--- config.mk ---
export PLATFORM = sky130hd
export DESIGN_NAME = spi_master_apb_regif
export DESIGN_NICKNAME = d
export VERILOG_FILES = /design/src/rtl/spi_master_pkg.sv /design/src/rtl/spi_apb_stall_ctrl.sv /design/src/rtl/spi_master_apb_regif.sv
export SDC_FILE = /design/constraint.sdc
export NUM_CORES = 1
export LEC_CHECK = 0
export ABC_AREA = 1
export CORE_AREA = 2 2 130 132
export CTS_CLUSTER_SIZE = 25
export DETAILED_ROUTE_END_ITERATION = 16
export DIE_AREA = 0 0 132 134
export DONT_BUFFER_PORTS = 1
export PLACE_DENSITY = 0.66
export SLEW_MARGIN = 20
export SYNTH_ARGS = -nofsm -noshare
export SYNTH_HDL_FRONTEND = slang
export SYNTH_HIERARCHICAL = 1
export SYNTH_SLANG_ARGS = --single-unit
--- constraint.sdc ---
create_clock -name HCLK -period 2.8 [get_ports HCLK]
set_input_delay 0.42 -clock HCLK [delete_from_list [all_inputs] [get_ports HCLK]]
set_output_delay 0.42 -clock HCLK [all_outputs]
set_load 0.005 [all_outputs]
--- src/rtl/spi_master_pkg.sv ---
// Shared constants and types for the SPI master APB register front-end.
// Offsets are the decoded PADDR[5:2] word index.
package spi_master_pkg;

  localparam logic [3:0] REG_STATUS = 4'h0;
  localparam logic [3:0] REG_CLKDIV = 4'h1;
  localparam logic [3:0] REG_CMD    = 4'h2;
  localparam logic [3:0] REG_ADR    = 4'h3;
  localparam logic [3:0] REG_LEN    = 4'h4;
  localparam logic [3:0] REG_DUM    = 4'h5;
  localparam logic [3:0] REG_TXFIFO = 4'h6;
  localparam logic [3:0] REG_RXFIFO = 4'h8;
  localparam logic [3:0] REG_INTCFG = 4'h9;
  localparam logic [3:0] REG_INTSTA = 4'hA;

  localparam int START_RD  = 0;
  localparam int START_WR  = 1;
  localparam int START_QRD = 2;
  localparam int START_QWR = 3;

  typedef enum logic [1:0] {
    EVT_TX_TH,
    EVT_RX_TH,
    EVT_EOT,
    EVT_ERR
  } evt_idx_e;

  typedef enum logic {
    ST_IDLE,
    ST_STALL
  } stall_state_e;

  function automatic logic is_mapped(logic [3:0] a);
    return a inside {REG_STATUS, REG_CLKDIV, REG_CMD,
                     REG_ADR, REG_LEN, REG_DUM,
                     REG_TXFIFO, REG_RXFIFO,
                     REG_INTCFG, REG_INTSTA};
  endfunction

  // Registers that must not change under an active transaction.
  function automatic logic is_locked(logic [3:0] a);
    return a inside {REG_CLKDIV, REG_CMD, REG_ADR,
                     REG_LEN, REG_DUM};
  endfunction

endpackage

--- src/rtl/spi_apb_stall_ctrl.sv ---
// Wait-state controller for FIFO accesses on the APB port.
// Holds PREADY low until the FIFO handshake or a bounded timeout.
module spi_apb_stall_ctrl
  import spi_master_pkg::*;
#(
  parameter int STALL_TIMEOUT = 255
) (
  input  logic HCLK,
  input  logic HRESET,
  input  logic req,
  input  logic hs,
  output logic pready,
  output logic timeout,
  output logic xfer_ok
);

  localparam int WW = (STALL_TIMEOUT > 1) ?
                      $clog2(STALL_TIMEOUT + 1) : 1;
  localparam logic [WW-1:0] WMAX = WW'(STALL_TIMEOUT);

  stall_state_e state, state_nxt;
  logic [WW-1:0] wcnt, wcnt_nxt;
  logic          at_max;

  assign at_max = (wcnt == WMAX);

  always_ff @(posedge HCLK) begin
    if (HRESET) begin
      state <= ST_IDLE;
      wcnt  <= '0;
    end else begin
      state <= state_nxt;
      wcnt  <= wcnt_nxt;
    end
  end

  always_comb begin
    state_nxt = state;
    wcnt_nxt  = wcnt;
    unique case (state)
      ST_IDLE: begin
        if (req && !hs) begin
          state_nxt = ST_STALL;
          wcnt_nxt  = WW'(1);
        end else begin
          wcnt_nxt  = '0;
        end
      end
      ST_STALL: begin
        if (!req || hs || at_max) begin
          state_nxt = ST_IDLE;
          wcnt_nxt  = '0;
        end else begin
          wcnt_nxt  = wcnt + 1'b1;
        end
      end
      default: begin
        state_nxt = ST_IDLE;
        wcnt_nxt  = '0;
      end
    endcase
  end

  // Reset mid-stall must not leak a push or pop.
  always_comb begin
    pready  = 1'b1;
    timeout = 1'b0;
    xfer_ok = 1'b0;
    unique case (state)
      ST_IDLE: begin
        pready  = !(req && !hs);
        xfer_ok = req && hs && !HRESET;
      end
      ST_STALL: begin
        if (req && hs) begin
          xfer_ok = !HRESET;
        end else if (req && at_max) begin
          timeout = 1'b1;
        end else if (req) begin
          pready  = 1'b0;
        end
      end
      default: pready = 1'b1;
    endcase
  end

endmodule

--- src/rtl/spi_master_apb_regif.sv ---
// APB register front-end for the SPI master core and its FIFOs.
// Config regs, start pulses, FIFO wait states and W1C interrupts.
module spi_master_apb_regif
  import spi_master_pkg::*;
#(
  parameter int APB_ADDR_WIDTH = 12,
  parameter int BUFFER_DEPTH   = 10,
  parameter int NUM_CS         = 4,
  parameter int CLKDIV_WIDTH   = 8,
  parameter int STALL_TIMEOUT  = 255,
  localparam int THW = $clog2(BUFFER_DEPTH) + 1,
  localparam int CSW = (NUM_CS > 1) ? $clog2(NUM_CS) : 1
) (
  input  logic                      HCLK,
  input  logic                      HRESET,
  input  logic [APB_ADDR_WIDTH-1:0] PADDR,
  input  logic [31:0]               PWDATA,
  input  logic                      PWRITE,
  input  logic                      PSEL,
  input  logic                      PENABLE,
  output logic [31:0]               PRDATA,
  output logic                      PREADY,
  output logic                      PSLVERR,
  input  logic                      spi_busy,
  input  logic [31:0]               spi_status,
  output logic [CLKDIV_WIDTH-1:0]   spi_clk_div,
  output logic                      spi_clk_div_valid,
  output logic [31:0]               spi_cmd,
  output logic [31:0]               spi_addr,
  output logic [5:0]                spi_cmd_len,
  output logic [5:0]                spi_addr_len,
  output logic [15:0]               spi_data_len,
  output logic [15:0]               spi_dummy_rd,
  output logic [15:0]               spi_dummy_wr,
  output logic [CSW-1:0]            spi_cs_sel,
  output logic [3:0]                spi_start,
  output logic                      spi_swrst,
  output logic [THW-1:0]            spi_int_th_tx,
  output logic [THW-1:0]            spi_int_th_rx,
  input  logic [3:0]                spi_evt,
  output logic                      spi_irq,
  output logic [31:0]               spi_data_tx,
  output logic                      spi_data_tx_valid,
  input  logic                      spi_data_tx_ready,
  input  logic [31:0]               spi_data_rx,
  input  logic                      spi_data_rx_valid,
  output logic                      spi_data_rx_ready
);

  logic [3:0]  a;
  logic        acc;
  logic        mapped;
  logic        locked;
  logic        fifo_req;
  logic        fifo_hs;
  logic        pready_s;
  logic        timeout;
  logic        xfer_ok;
  logic        wr_en;
  logic [3:0]  sta;
  logic [3:0]  int_en;
  logic [3:0]  w1c;
  logic [3:0]  start_d;
  logic [31:0] rdata;
  logic        unused_bits;

  assign a      = PADDR[5:2];
  assign acc    = PSEL & PENABLE;
  assign mapped = is_mapped(a);
  assign locked = is_locked(a) & spi_busy;

  assign fifo_req = acc & ((PWRITE & (a == REG_TXFIFO)) |
                           (!PWRITE & (a == REG_RXFIFO)));
  assign fifo_hs  = PWRITE ? spi_data_tx_ready
                           : spi_data_rx_valid;

  spi_apb_stall_ctrl #(
    .STALL_TIMEOUT(STALL_TIMEOUT)
  ) u_stall (
    .HCLK   (HCLK),
    .HRESET (HRESET),
    .req    (fifo_req),
    .hs     (fifo_hs),
    .pready (pready_s),
    .timeout(timeout),
    .xfer_ok(xfer_ok)
  );

  assign PREADY  = pready_s;
  assign PSLVERR = acc & (!mapped | (PWRITE & locked) | timeout);
  assign wr_en   = acc & PWRITE & mapped & !locked;

  assign spi_data_tx       = PWDATA;
  assign spi_data_tx_valid = xfer_ok & PWRITE;
  assign spi_data_rx_ready = xfer_ok & !PWRITE;

  assign w1c = (wr_en && a == REG_INTSTA) ? PWDATA[3:0] : 4'h0;

  always_comb begin
    start_d = 4'h0;
    if (wr_en && a == REG_STATUS) begin
      start_d[START_RD]  = PWDATA[START_RD];
      start_d[START_WR]  = PWDATA[START_WR];
      start_d[START_QRD] = PWDATA[START_QRD];
      start_d[START_QWR] = PWDATA[START_QWR];
    end
  end

  always_ff @(posedge HCLK) begin
    if (HRESET) begin
      spi_clk_div       <= '0;
      spi_clk_div_valid <= 1'b0;
      spi_cmd           <= '0;
      spi_addr          <= '0;
      spi_cmd_len       <= '0;
      spi_addr_len      <= '0;
      spi_data_len      <= '0;
      spi_dummy_rd      <= '0;
      spi_dummy_wr      <= '0;
      spi_cs_sel        <= '0;
      spi_start         <= '0;
      spi_swrst         <= 1'b0;
      spi_int_th_tx     <= '0;
      spi_int_th_rx     <= '0;
      int_en            <= '0;
    end else begin
      spi_start         <= start_d;
      spi_swrst         <= wr_en & (a == REG_STATUS) & PWDATA[4];
      spi_clk_div_valid <= wr_en & (a == REG_CLKDIV);
      if (wr_en) begin
        case (a)
          REG_STATUS: spi_cs_sel <= PWDATA[8+CSW-1:8];
          REG_CLKDIV: spi_clk_div <= PWDATA[CLKDIV_WIDTH-1:0];
          REG_CMD:    spi_cmd <= PWDATA;
          REG_ADR:    spi_addr <= PWDATA;
          REG_LEN: begin
            spi_cmd_len  <= PWDATA[5:0];
            spi_addr_len <= PWDATA[13:8];
            spi_data_len <= PWDATA[31:16];
          end
          REG_DUM: begin
            spi_dummy_rd <= PWDATA[15:0];
            spi_dummy_wr <= PWDATA[31:16];
          end
          REG_INTCFG: begin
            spi_int_th_tx <= PWDATA[THW-1:0];
            spi_int_th_rx <= PWDATA[8+THW-1:8];
            int_en        <= PWDATA[31:28];
          end
          default: ;
        endcase
      end
    end
  end

  // A fresh event wins over a simultaneous W1C of the same bit.
  always_ff @(posedge HCLK) begin
    if (HRESET) begin
      sta     <= '0;
      spi_irq <= 1'b0;
    end else begin
      sta     <= (sta & ~w1c) | spi_evt;
      spi_irq <= |(sta & int_en);
    end
  end

  always_comb begin
    rdata = '0;
    case (a)
      REG_STATUS: rdata = spi_status;
      REG_CLKDIV: rdata[CLKDIV_WIDTH-1:0] = spi_clk_div;
      REG_CMD:    rdata = spi_cmd;
      REG_ADR:    rdata = spi_addr;
      REG_LEN: begin
        rdata[5:0]   = spi_cmd_len;
        rdata[13:8]  = spi_addr_len;
        rdata[31:16] = spi_data_len;
      end
      REG_DUM: begin
        rdata[15:0]  = spi_dummy_rd;
        rdata[31:16] = spi_dummy_wr;
      end
      REG_RXFIFO: if (xfer_ok) rdata = spi_data_rx;
      REG_INTCFG: begin
        rdata[THW-1:0]     = spi_int_th_tx;
        rdata[8+THW-1:8]   = spi_int_th_rx;
        rdata[31:28]       = int_en;
      end
      REG_INTSTA: rdata[3:0] = sta;
      default:    rdata = '0;
    endcase
  end

  assign PRDATA = rdata;

  assign unused_bits = ^{PADDR, PWDATA};

endmodule
==> results of run 1 <==
==> cells by family (layout without fill, tap and decap cells) <==
| kind of cell | after synthesis | count (layout) | synth area share, % |
|---|---|---|---|
| buffers and inverters | 255 | 208 | 13.9 |
| multiplexers | 1 | 1 | 0.136 |
| adder cells (fa/ha/maj) | 1 | 1 | 0.151 |
| flip-flops | 168 | 168 | 40.6 |
| AND/OR/NAND/NOR | 599 | 599 | 30.3 |
| AO/OA/AOI/OAI | 225 | 225 | 14.9 |
==> stage by stage <==
step	hold slack, ps	area (sq um)	instances
after floorplan	453	8290	1249
after global placement	468	8210	1390
after detailed placement	469	8210	1390
after CTS	45.5	8760	1422
after global routing	33.3	8770	1422
final	52.4	8770	1422
==> layer usage <==
metal / global-route usage (%) / vias to the layer above / share of wire [%]
met3: 7.82 / 37 / 9.8
met5: 0 / - / 0
met4: 10.1 / 0 / 1.3
met1: 39.4 / 3646 / 42
li1: - / 3788 / -
met2: 48.0 / 415 / 47
==> synth_stat cells <==
master	count	area (sq um)
nand2_1	363	1360
dfxtp_1	168	3360
nor2_1	155	582
inv_1	149	559
a21oi_1	140	701
o22ai_1	43	269
buf_4	35	263
buf_2	34	170
nand4_1	33	206
o21ai_0	28	140
clkbuf_1	25	93.8
nand3_1	18	90.1
nor2_2	7	43.8
inv_2	6	22.5
nand2_2	6	37.5
a21oi_2	4	35.0
nand3_2	4	40.0
buf_1	3	11.3
buf_6	3	33.8
nor2_4	3	33.8
a211o_1	2	17.5
nand2_4	2	22.5
nand3_4	2	35.0
nand3b_1	2	15.0
nor3_1	2	10.0
o211ai_1	2	15.0
a21oi_4	1	16.3
a221oi_1	1	8.76
a41oi_1	1	8.76
ha_1	1	12.5
mux2_2	1	11.3
nor2_8	1	20.0
nor3_2	1	10.0
o221ai_1	1	8.76
o2bb2ai_1	1	8.76
o31ai_1	1	7.51
==> sequential cells by signal (all words and copies together), names as in the netlist, 5 cells and up <==
name           cells
spi_data_len      16
spi_clk_div        8
u_stall/wcnt       8
spi_dummy_rd      16
spi_dummy_wr      16
spi_int_th_rx      5
spi_addr_len       6
spi_cmd_len        6
spi_int_th_tx      5
spi_cmd           32
spi_addr          32
==> report_power, final <==
group | leakage, nW | total [mW] | switching [mW] | internal, mW
clock network | 0.261 | 2.21 | 1.02 | 1.19
logic | 2.03 | 0.172 | 0.126 | 0.0457
registers | 1.35 | 2.42 | 0.0136 | 2.40
total | 3.65 | 4.80 | 1.16 | 3.64
==> worst register-to-register path, stage by stage, from the launching register on <==
cell     delay (ps)
dfxtp_1         380
ha_1            200
nand2_2         100
nor2_4          130
nand2_2          80
nand2_4         130
nor2_2           60
==> worst max-delay path by stage <==
stage,from,end,cells after the start,slack (ps)
after detailed placement,PADDR[4],PRDATA[4],13,190
after global placement,PADDR[4],PRDATA[4],13,180
after CTS,PADDR[4],PRDATA[4],13,170
after global routing,PADDR[4],PRDATA[4],13,40
after floorplan,PSEL,PRDATA[21],13,180
final,PADDR[4],PRDATA[4],13,260
==> final cells by class <==
class                           instances  area (sq um)  share of cell area (%)
Inverter                              155           582                    6.64
Timing Repair Buffer                   21           220                    2.51
Clock buffer                           21           460                    5.25
Multi-Input combinational cell        826          3780                    43.1
Sequential cell                       168          3360                    38.4
Clock inverter                         11          88.8                    1.01
Tap cell                              220           275                    3.14
==> repair_timing <==
action                                  CTS  global route
hold buffers                              0             0
endpoints found under the setup margin    0            15
gates resized for setup                   0             2
==> flow_summary_export.csv, run 1 <==
group,metric,value,unit
timing,tightest_slew,693,ps
floorplan,io-pin-count,339,
setup_path,r2r_slack,1630,ps
setup_path,end_kind,"primary output",
floorplan,initial_utilization,50.9,%
routing,first_pass_iters,5,
setup_path,crit_arrival,2120,ps
timing,setup_viol,0,
setup_path,path_class,"in2out",
setup_path,reg2reg_depth,6,
floorplan,die_y,134,microns
setup_path,slowest_stage,"buf_4",
synthesis,yosysSeqAreaShare,40.6,%
min_path,hold_end,"spi_addr[7]",
placement,gp_congestion,0.889,
global_routing,gr-usage-all-layers,30.0,%
pwr,total_power,4.80,mW
routing,drc,0,
cts,insertion_delay,430,ps
timing,min_period_over_period,90.5,%
routing,ant_nets,0,
global_routing,antenna_found_initial,0,
setup_path,cp_common_cell,"inv_1",
finish,drive_above_1_share,7.57,%
routing,viasPerCell,5.55,
finish,fin_nets,1310,
setup_path,crit_required,2380,ps
min_path,hold_class,"in2reg",
global_routing,grt_pass1_wl,41100,microns
synthesis,synth.avg_cell_area,6.63,sq um
routing,via_count,7886,
finish,n_antenna_cell,0,
run,cap_viol_max_count,0,
finish,utilization,53.8,%
synthesis,yosysWarnings,6,
setup_path,worst-path-buf-inv,5,
floorplan,rows,47,
finish,final_common_cell,"nand2_1",
setup_path,cp_max_fo,12,
cts,cts_tree,"yes",
routing,drt_iter0_drc,559,
routing,wl_per_cell,19.2,microns
floorplan,dieWidth,132,microns
cts,clock-root-buffer,"clkbuf_16",
timing,setup_ws,265,ps
pwr,p_per_area,548,nW/um^2
setup_path,critPathTopFamily,"buffers and inverters",
setup_path,r2r-start,"u_stall/wcnt[0]",
timing,rsz0062_at_grt,"false",
timing,fin_crit,2540,ps
finish,final_cell_mix,"nand2_1 (363), dfxtp_1 (168), nor2_1 (155)",
placement,numPortBuffers,0,
cts,postCtsSetupBuffers,0,
cts,numCtsBuffers,17,
timing,tns,0,ps
run_status,outcome,"completed",
timing,fin_worst_skew,9.21,ps
setup_path,crit_chain,"inv_1 > nand2_1 > nor2_1 > inv_1 > o31ai_2 > inv_1 > nor3_2 > nand2_1 > inv_1 > buf_4 > o2bb2ai_1 > nor2_1 > nand2_1",
min_path,hold_start,"HRESET",
min_path,whs_path_depth,1,
routing,drt_wl_total,27300,microns
finish,area_growth_syn_to_layout,5.83,%
cts,clk_pin_slew,70,ps
cts,clockBufferDepth,2,
timing,slew_viol_final,0,
setup_path,cp-start-kind,"input pin",
cts,htreeDepth,4,
synthesis,synth-seq-cells,168,
synthesis,synth_area,8290,sq um
global_routing,grt_overflow,0,
floorplan,core_area,16300,sq um
synthesis,syn_nets,1370,
timing,fmax,394,MHz
setup_path,max_stage_delay,250,ps
timing,timing.slew.headroom,53.7,%
synthesis,syn_inst,1249,
placement,pre_cts_ws,186,ps
placement,dp_hpwl,18600,microns
global_routing,grt_max_degree,91,
floorplan,die_area,17700,sq um
pwr,p_leak,3.65,nW
global_routing,grt_pass1_vias,7000,
pwr,ir_worst_vdd,0.000404,V
timing,final_hold_viol_count,0,
cts,clock-sinks,168,
setup_path,worstReg2RegEnd,"u_stall/wcnt[6]",
finish,fill_cells,1623,
synthesis,ys_types,36,
Note: power is estimated with default switching activity, not from simulation.
==> inputs of run 2 (changes only) <==
- ABC_AREA: 1 -> 0
- CORE_AREA: 2 2 130 132 -> 2 2 132 134
- DIE_AREA: 0 0 132 134 -> 0 0 134 136
==> run 2 against run 1 <==
Utilization is 0.63 points lower. Wire length is 9.3% higher. Critical endpoint is now PRDATA[20]. Largest power group is now the clock network. Synthesized cell count is 21% lower. Synthesized area is 2.6% higher. Total power is 7.8% higher.
==> flow_summary_export.csv, run 2 <==
group,metric,value,unit
cts,numCtsBuffers,17,
cts,htreeDepth,4,
synthesis,syn_nets,1111,
synthesis,synth_area,8500,sq um
run,cap_viol_max_count,0,
synthesis,synth_ff_type,"dfxtp_1",
timing,final_hold_viol_count,0,
finish,drive_above_1_share,13.1,%
timing,setup_viol,0,
setup_path,path_class,"in2out",
run_status,outcome,"completed",
synthesis,yosysWarnings,6,
synthesis,synth-seq-cells,168,
routing,wl_per_cell,25.6,microns
placement,pre_cts_ws,273,ps
routing,drc,0,
global_routing,antenna_found_initial,1,
finish,fill_cells,1591,
synthesis,synth_top_area_cell,"dfxtp_1",
finish,area_growth_syn_to_layout,5.67,%
routing,via_count,7286,
setup_path,end_kind,"primary output",
global_routing,grt_overflow,0,
global_routing,grt_max_degree,190,
finish,fin_nets,1051,
placement,dp_hpwl,20300,microns
timing,fin_crit,2560,ps
routing,viasPerCell,6.24,
floorplan,core_area,16900,sq um
floorplan,dieWidth,134,microns
cts,clk_pin_slew,70,ps
placement,numPortBuffers,0,
finish,regArea,3360,sq um
global_routing,gr-usage-all-layers,31.6,%
timing,setup_ws,238,ps
floorplan,io-pin-count,339,
placement,gp_congestion,0.869,
routing,drt_wl_total,29900,microns
floorplan,die_area,18200,sq um
synthesis,synth_top_area_share,39.6,%
synthesis,synthTopCellsByArea,"dfxtp_1 (40%), nand2_1 (8.3%), mux2i_1 (7.1%), a21oi_1 (5.1%), nand2b_1 (4.9%)",
pwr,p_leak,3.20,nW
floorplan,die_y,136,microns
routing,ant_nets,0,
finish,final_common_cell,"nand2_1",
timing,tns,0,ps
timing,tightest_slew,578,ps
setup_path,cp-start-kind,"input pin",
global_routing,grt_pass1_wl,42600,microns
timing,slew_viol_final,0,
cts,postCtsHoldBufs,0,
cts,postCtsSetupBuffers,0,
finish,final_cell_mix,"nand2_1 (187), dfxtp_1 (168), a21oi_1 (86)",
synthesis,yosysMostFrequentCell,"nand2_1",
timing,timing.slew.headroom,61.4,%
cts,cts_tree,"yes",
synthesis,yosysSeqAreaShare,39.6,%
synthesis,syn_inst,990,
timing,rsz0062_at_grt,"false",
timing,fmax,390,MHz
timing,fin_worst_skew,7.07,ps
setup_path,crit_arrival,2140,ps
synthesis,synth.top_cells.by_count,"nand2_1 (187), dfxtp_1 (168), a21oi_1 (86), nand2b_1 (67), mux2i_1 (60)",
routing,drt_iter0_drc,704,
cts,clockBufferDepth,2,
synthesis,synthArstFlopShare,0,%
cts,insertion_delay,440,ps
finish,multi_input_area,4400,sq um
pwr,p_per_area,577,nW/um^2
min_path,hold_class,"in2reg",
cts,clock-root-buffer,"clkbuf_16",
finish,top_regs,"spi_addr: 32 flops, spi_cmd: 32 flops",
timing,min_period_over_period,91.5,%
routing,first_pass_iters,7,
setup_path,crit_required,2380,ps
synthesis,synth-edff-count,0,
global_routing,grt_pass1_vias,6668,
finish,n_antenna_cell,0,
pwr,ir_worst_vdd,0.000439,V
cts,clock-sinks,168,
synthesis,synth.avg_cell_area,8.58,sq um
setup_path,cp_max_fo,29,
floorplan,initial_utilization,50.3,%
cts,post_cts_resized,0,
floorplan,rows,48,
synthesis,ys_types,68,
-- run 2: cell types whose count changed after synthesis, moves of 16 or more --
| cell | change |
|---|---|
| nand4_1 | -29 |
| a21oi_1 | -54 |
| nor2_1 | -120 |
| mux2i_1 | +60 |
| o22ai_1 | -28 |
| inv_1 | -145 |
| a22oi_1 | +46 |
| nand2b_1 | +67 |
| a21oi_2 | +16 |
| nand2_1 | -176 |
-- run 2: report_power, final --
part,leakage [nW],switching (mW),internal [mW]
Combinational,1.54,0.117,0.0933
Clock,0.305,1.04,1.51
Sequential,1.35,0.0133,2.40
Total,3.20,1.17,4.00
-- run 2: path summary, 6_finish.rpt --
kind | start | end | slack, ps | depth (start not counted)
min reg2reg | u_stall/state | u_stall/wcnt[0] | 480 | 1
min | PWDATA[2] | spi_start[2] | 100 | 1
max | PADDR[5] | PRDATA[20] | 240 | 10
max reg2reg | u_stall/wcnt[0] | u_stall/wcnt[1] | 1540 | 4
-- run 2: final cells by class --
type	instances	share of cell area [%]
Clock inverter	13	2.15
Inverter	4	0.167
Multi-Input combinational cell	705	49.0
Tap cell	225	3.14
Timing Repair Buffer	34	3.26
Clock buffer	19	4.82
Sequential cell	168	37.5
-- run 2: cell families after synthesis --
family | Yosys count | share of synthesized area [%]
simple gates | 385 | 22.6
compound gates | 245 | 19.8
flops | 168 | 39.6
buf+inv | 117 | 8.73
mux | 70 | 8.66
xor+xnor | 3 | 0.309
fa+ha+maj | 2 | 0.265
-- run 2: worst max-delay path: stages --
cell      delay (ps)
nor2b_1          190
nor3b_1          200
a31oi_1           70
nor3_1           220
nand2_1           70
nor2_1           160
and3_1           250
buf_12           220
a22oi_1          130
o211ai_1         190
-- run 2: metrics by stage --
step | hold slack, ps | instances | power (mW) | util (%) | instance area [sq um]
floorplan | 447 | 990 | 2.71 | - | 8500
global placement | 469 | 1136 | 2.67 | 49.5 | 8350
detailed placement | 472 | 1136 | 2.67 | 49.5 | 8350
CTS | 66.2 | 1168 | 5.19 | 53.2 | 8980
global route | 73.0 | 1168 | 5.31 | 53.2 | 8980
finish | 101 | 1168 | 5.18 | 53.2 | 8980
-- run 2: routing by layer --
metal,vias up,share of wire (%),track usage (%)
met3,64,10,11.1
met4,2,3.2,12.0
li1,3322,-,-
met2,383,45,48.7
met5,-,0.044,0
met1,3515,41,40.7
